`src/rtl/seq_detect_ctrl_pkg.sv`:
```
// Shared definitions for the serial sequence detector controller: state encoding,
// default sizes and the pattern-length clamp. Optional macro: SEQ_DET_NOOVERLAP_EN.
package seq_detect_ctrl_pkg;

    localparam int PAT_W_DEF = 5;
    localparam int CNT_W_DEF = 8;

    typedef enum logic [1:0] {
        ST_IDLE  = 2'd0,
        ST_ARMED = 2'd1,
        ST_RUN   = 2'd2,
        ST_DONE  = 2'd3
    } state_t;

    // Lengths of 0 or beyond the history depth fall back to the full depth.
    function automatic int clamp_len(input int len, input int max_len);
        return (len < 1 || len > max_len) ? max_len : len;
    endfunction

endpackage

```
`src/rtl/seq_detect_ctrl_match_core.sv`:
```
// History shift register, fill counter and length-masked comparator.
// SEQ_DET_NOOVERLAP_EN: clear history on a hit so matches never share bits.
module seq_match_core
    import seq_detect_ctrl_pkg::*;
#(
    parameter int PAT_W = PAT_W_DEF
) (
    input  logic                       clk,
    input  logic                       reset,
    input  logic                       clr,
    input  logic                       shift,
    input  logic                       in,
    input  logic [PAT_W-1:0]           pattern,
    input  logic [$clog2(PAT_W+1)-1:0] len,
    output logic                       hit
);

    localparam int LEN_W = $clog2(PAT_W+1);

    logic [PAT_W-1:0] hist, hist_nxt, mask;
    logic [LEN_W-1:0] fill, fill_nxt;

    always_comb begin
        hist_nxt = {hist[PAT_W-2:0], in};
        fill_nxt = (fill == LEN_W'(PAT_W)) ? fill : fill + 1'b1;
        mask     = '0;
        for (int i = 0; i < PAT_W; i++) begin
            mask[i] = (i < int'(len));
        end
        // fill_nxt counts the incoming bit, so a hit is possible on the len-th bit
        hit = shift && (fill_nxt >= len) && (((hist_nxt ^ pattern) & mask) == '0);
    end

    always_ff @(posedge clk or posedge reset) begin
        if (reset) begin
            hist <= '0;
            fill <= '0;
        end else if (clr) begin
            hist <= '0;
            fill <= '0;
        end else if (shift) begin
`ifdef SEQ_DET_NOOVERLAP_EN
            if (hit) begin
                hist <= '0;
                fill <= '0;
            end else begin
                hist <= hist_nxt;
                fill <= fill_nxt;
            end
`else
            hist <= hist_nxt;
            fill <= fill_nxt;
`endif
        end
    end

endmodule

```
`src/rtl/seq_detect_ctrl.sv`:
```
// Configuration/sequencing controller around a programmable serial sequence detector.
// Detection mode follows SEQ_DET_NOOVERLAP_EN (see seq_match_core).
//   state | meaning
//   IDLE  | no valid arming; waits for a cfg handshake, start ignored
//   ARMED | config latched; start launches detection
//   RUN   | detecting on in_valid bits; cfg not accepted
//   DONE  | target reached; start reruns, cfg re-arms
module seq_detect_ctrl
    import seq_detect_ctrl_pkg::*;
#(
    parameter int PAT_W = PAT_W_DEF,
    parameter int CNT_W = CNT_W_DEF
) (
    input  logic                       clk,
    input  logic                       reset,
    input  logic                       cfg_valid,
    output logic                       cfg_ready,
    input  logic [PAT_W-1:0]           cfg_pattern,
    input  logic [$clog2(PAT_W+1)-1:0] cfg_len,
    input  logic [CNT_W-1:0]           cfg_target,
    input  logic                       start,
    input  logic                       abort,
    input  logic                       in_valid,
    input  logic                       in,
    output logic                       match,
    output logic [CNT_W-1:0]           match_cnt,
    output logic                       busy,
    output logic                       done
);

    localparam int LEN_W = $clog2(PAT_W+1);

    state_t           state;
    logic [PAT_W-1:0] pat_q;
    logic [LEN_W-1:0] len_q, len_clamped;
    logic [CNT_W-1:0] tgt_q, cnt_inc;
    logic             cfg_hs, run_go, shift, hit;

    always_comb begin
        cfg_hs      = cfg_valid && cfg_ready;
        run_go      = !abort && !cfg_hs && start && (state == ST_ARMED || state == ST_DONE);
        shift       = !abort && (state == ST_RUN) && in_valid;
        len_clamped = LEN_W'(clamp_len(int'(cfg_len), PAT_W));
        cnt_inc     = (match_cnt == '1) ? match_cnt : match_cnt + 1'b1;
    end

    seq_match_core #(.PAT_W(PAT_W)) u_core (
        .clk     (clk),
        .reset   (reset),
        .clr     (run_go),
        .shift   (shift),
        .in      (in),
        .pattern (pat_q),
        .len     (len_q),
        .hit     (hit)
    );

    always_ff @(posedge clk or posedge reset) begin
        if (reset) begin
            state     <= ST_IDLE;
            pat_q     <= '0;
            len_q     <= LEN_W'(1);
            tgt_q     <= '0;
            match     <= 1'b0;
            match_cnt <= '0;
            busy      <= 1'b0;
            done      <= 1'b0;
            cfg_ready <= 1'b1;
        end else begin
            match <= 1'b0;
            if (abort) begin
                state     <= ST_IDLE;
                busy      <= 1'b0;
                done      <= 1'b0;
                cfg_ready <= 1'b1;
            end else begin
                if (cfg_hs) begin
                    pat_q <= cfg_pattern;
                    len_q <= len_clamped;
                    tgt_q <= cfg_target;
                end
                case (state)
                    ST_IDLE: begin
                        if (cfg_hs) state <= ST_ARMED;
                    end
                    ST_ARMED, ST_DONE: begin
                        if (cfg_hs) begin
                            state <= ST_ARMED;
                            done  <= 1'b0;
                        end else if (start) begin
                            state     <= ST_RUN;
                            match_cnt <= '0;
                            busy      <= 1'b1;
                            done      <= 1'b0;
                            cfg_ready <= 1'b0;
                        end
                    end
                    ST_RUN: begin
                        if (hit) begin
                            match     <= 1'b1;
                            match_cnt <= cnt_inc;
                            // done rises together with the final match pulse
                            if (tgt_q != '0 && cnt_inc == tgt_q) begin
                                state     <= ST_DONE;
                                busy      <= 1'b0;
                                done      <= 1'b1;
                                cfg_ready <= 1'b1;
                            end
                        end
                    end
                    default: state <= ST_IDLE;
                endcase
            end
        end
    end

endmodule

```
`config.mk`:
```
export PLATFORM = sky130hd
export DESIGN_NAME = seq_detect_ctrl
export DESIGN_NICKNAME = d
export VERILOG_FILES = /design/src/rtl/seq_detect_ctrl_pkg.sv /design/src/rtl/seq_detect_ctrl_match_core.sv /design/src/rtl/seq_detect_ctrl.sv
export SDC_FILE = /design/constraint.sdc
export NUM_CORES = 1
export LEC_CHECK = 0
export BUFFER_PORTS_ARGS = -buffer_cell sky130_fd_sc_hd__clkbuf_2
export CAP_MARGIN = 5
export CORE_MARGIN = 2
export CORE_UTILIZATION = 35
export CTS_CLUSTER_SIZE = 10
export DETAILED_ROUTE_END_ITERATION = 12
export PLACE_DENSITY = 0.62
export SYNTH_ARGS = -nofsm -noshare
export SYNTH_HDL_FRONTEND = slang
export SYNTH_SLANG_ARGS = --single-unit
export TNS_END_PERCENT = 30
```
`constraint.sdc`:
```
create_clock -name clk -period 3.05 [get_ports clk]
set_input_delay 0.1525 -clock clk [delete_from_list [all_inputs] [get_ports clk]]
set_output_delay 0.1525 -clock clk [all_outputs]
set_load 0.05 [all_outputs]
```
==> reports/qor.csv <==
metric,value,unit
relSlewSlack,0.525,
dp_cells,322,
power_density,489,nW/µm²
dieWidth,83.3,µm
multi_input_area,1160,µm²
postCtsSetupRepairBufs,0,
gp_congestion,0.845,
drive_above_1_share,0.270,
postSynthNetCount,250,
htree_levels,2,
ys_ff_latch,37,
crit_required,3290,ps
rows,28,
drv_cap,0,
final_area,2520,µm²
hold_buffers,1,
worst_path_max_delay_cell,dfrtp_1,
port_buffers,34,
rsz0062_at_grt,no,
ys_warn_count,0,
post-route-worst-setup-slack,543,ps
finalSetupViolations,0,
endpoint_kind,flop,
grt_max_degree,21,
clkSinkCount,37,
dp_slack,553,ps
grt_pass1_vias,1652,
die_h,83.3,µm
synth_cells,221,
numCtsBuffers,5,
rrSetupSlack,540,ps
holdWs,89.9,ps
vias_per_cell,5.44,
min_to,pat_q[3],
rr_endpoint,match_cnt[2],
drc,0,
synth-async-reset-ratio,1.00,
syn_area_per_cell,9.97,µm²
clock_path_buffers,2,
final_common_cell,dfrtp_1,
period_needed,2510,ps
whs_path_depth,2,
hold_viol,0,
r2r_start,u_core.fill[1],
antenna_cells,0,
status,"finished, final reports clean",
cts-resized-gates,0,
fmax,399,MHz
final_cells,331,
drtIter0Drc,106,
p_leak,1.12,nW
io_pins,35,
ant_nets,0,
antenna_found_initial,0,
clock_skew,14.9,ps
p_total,1.23,mW
final_util,0.420,
design.core.area,5990,µm²
arrival,2750,ps
area_growth,14.2,%
hpwl,3.64,mm
wl,4.90,mm
grt.total_usage,0.142,
cp_max_fo,8,
synth_area,2200,µm²
dieArea,6950,µm²
timing.final.crit_share,0.822,
max_stage_delay,410,ps
yosysSeqAreaShare,0.421,
path_class,reg -> reg,
vdd.ir_drop.worst,0.271,mV
clk_latency,290,ps
dpl-instance-area,2400,µm²
cts_tree,built,
path_buf_inv,1,
seqCellArea,928,µm²
cts_root_buf,clkbuf_8,
grt_overflow_total,0,
final_cell_mix,"dfrtp_1 (35), clkbuf_2 (34), nand2_1 (19), a21oi_1 (15), o21ai_0 (14)",
reg2reg_depth,11,
start_util,0.368,
worstMarginPinSlew,712,ps
dr.pass1.iters,4,
min-delay-path-class,in -> reg,
final_max_slew_viol_count,0,
min_from,cfg_pattern[3],
wire_per_inst,14.8,µm
tns,0,ps
cp_top_family,compound AO/OA/AOI/OAI gates,
fill_cells,597,
cts.clk_slew.worst_paths,80,ps
grt_pass1_wl,7.94,mm
nets,284,
startpoint_type,flop,
num_vias,1801,
cp_cell_sequence,inv_1 -> ha_1 -> nand2_1 -> xnor2_1 -> ha_1 -> nand2b_1 -> a21o_1 -> a21o_1 -> and3_1 -> o21ai_2 -> o22a_2,
synth_cell_types,50,
synth_edf_count,0,
synthFlopType,dfrtp_1,
flip-flops by register name, summed over array words and instances (netlist names):
register and count:
tgt_q 8, state 2, done 1, u_core.fill 3, pat_q 5, len_q 3
busy 1, cfg_ready 1, match_cnt 8, match 1, u_core.hist 4
Yosys cell counts, types with 3 or more instances:
library cell | count | area (µm²)
a21oi_1 | 15 | 75.1
a22o_1 | 7 | 61.3
a31oi_1 | 4 | 25.0
and3_1 | 3 | 18.8
buf_2 | 5 | 25.0
buf_6 | 4 | 45.0
dfrtp_1 | 35 | 876
ha_1 | 6 | 75.1
inv_1 | 8 | 30.0
mux2_2 | 13 | 146
nand2_1 | 19 | 71.3
nand2b_1 | 3 | 18.8
nand3_1 | 5 | 25.0
nand4_1 | 3 | 18.8
nor2_1 | 13 | 48.8
nor3_1 | 6 | 30.0
o21ai_0 | 14 | 70.1
o22a_1 | 4 | 35.0
o31ai_1 | 6 | 45.0
xnor2_1 | 11 | 96.3
final cells by class:
type	instances	area share
Clock buffer	7	0.0383
Clock inverter	1	0.00199
Inverter	9	0.0134
Multi-Input combinational cell	165	0.462
Sequential cell	37	0.369
Tap cell	75	0.0373
Timing Repair Buffer	37	0.0776
kinds of logic (layout without fill, tap and decap cells):
logic type	count (synthesis)	count (layout)	synth area share
AND/OR/NAND/NOR	66	66	0.166
AO/OA/AOI/OAI	66	66	0.206
XOR/XNOR	13	13	0.0517
buffers and inverters	19	54	0.0505
multiplexers	14	14	0.0710
flip-flops	37	37	0.421
adder cells (fa/ha/maj)	6	6	0.0341
where the power goes:
group          internal, mW  switching, mW
clock                 0.204          0.174
combinational         0.122          0.132
sequential            0.544         0.0534
worst max-delay path by stage:
stage	start	endpoint	slack, ps	cells after the start
2_1_floorplan	u_core.fill[0]	match_cnt[2]	660	10
3_3_place_gp	u_core.fill[0]	match_cnt[2]	620	10
3_5_place_dp	u_core.fill[0]	match_cnt[4]	550	10
4_1_cts	u_core.fill[0]	match_cnt[4]	540	10
5_1_grt	u_core.fill[1]	state[0]	340	11
6_report	u_core.fill[1]	match_cnt[2]	540	11
worst reg2reg max path: cells and delay by family (launching register included):
| kind | cells | cell delay, ps |
|---|---|---|
| compound gates | 4 | 920 |
| simple gates | 3 | 450 |
| fa+ha+maj | 2 | 420 |
| flops | 1 | 410 |
| xor+xnor | 1 | 200 |
| buf+inv | 1 | 70 |
metal layers:
| layer | track usage | vias up | part of all wire |
|---|---|---|---|
| li1 | - | 889 | - |
| met1 | 0.187 | 864 | 0.47 |
| met2 | 0.222 | 42 | 0.48 |
| met3 | 0.0437 | 6 | 0.045 |
| met4 | 0.0492 | 0 | 0.010 |
| met5 | 0 | - | 0 |
Note: power is estimated with default switching activity, not from simulation.
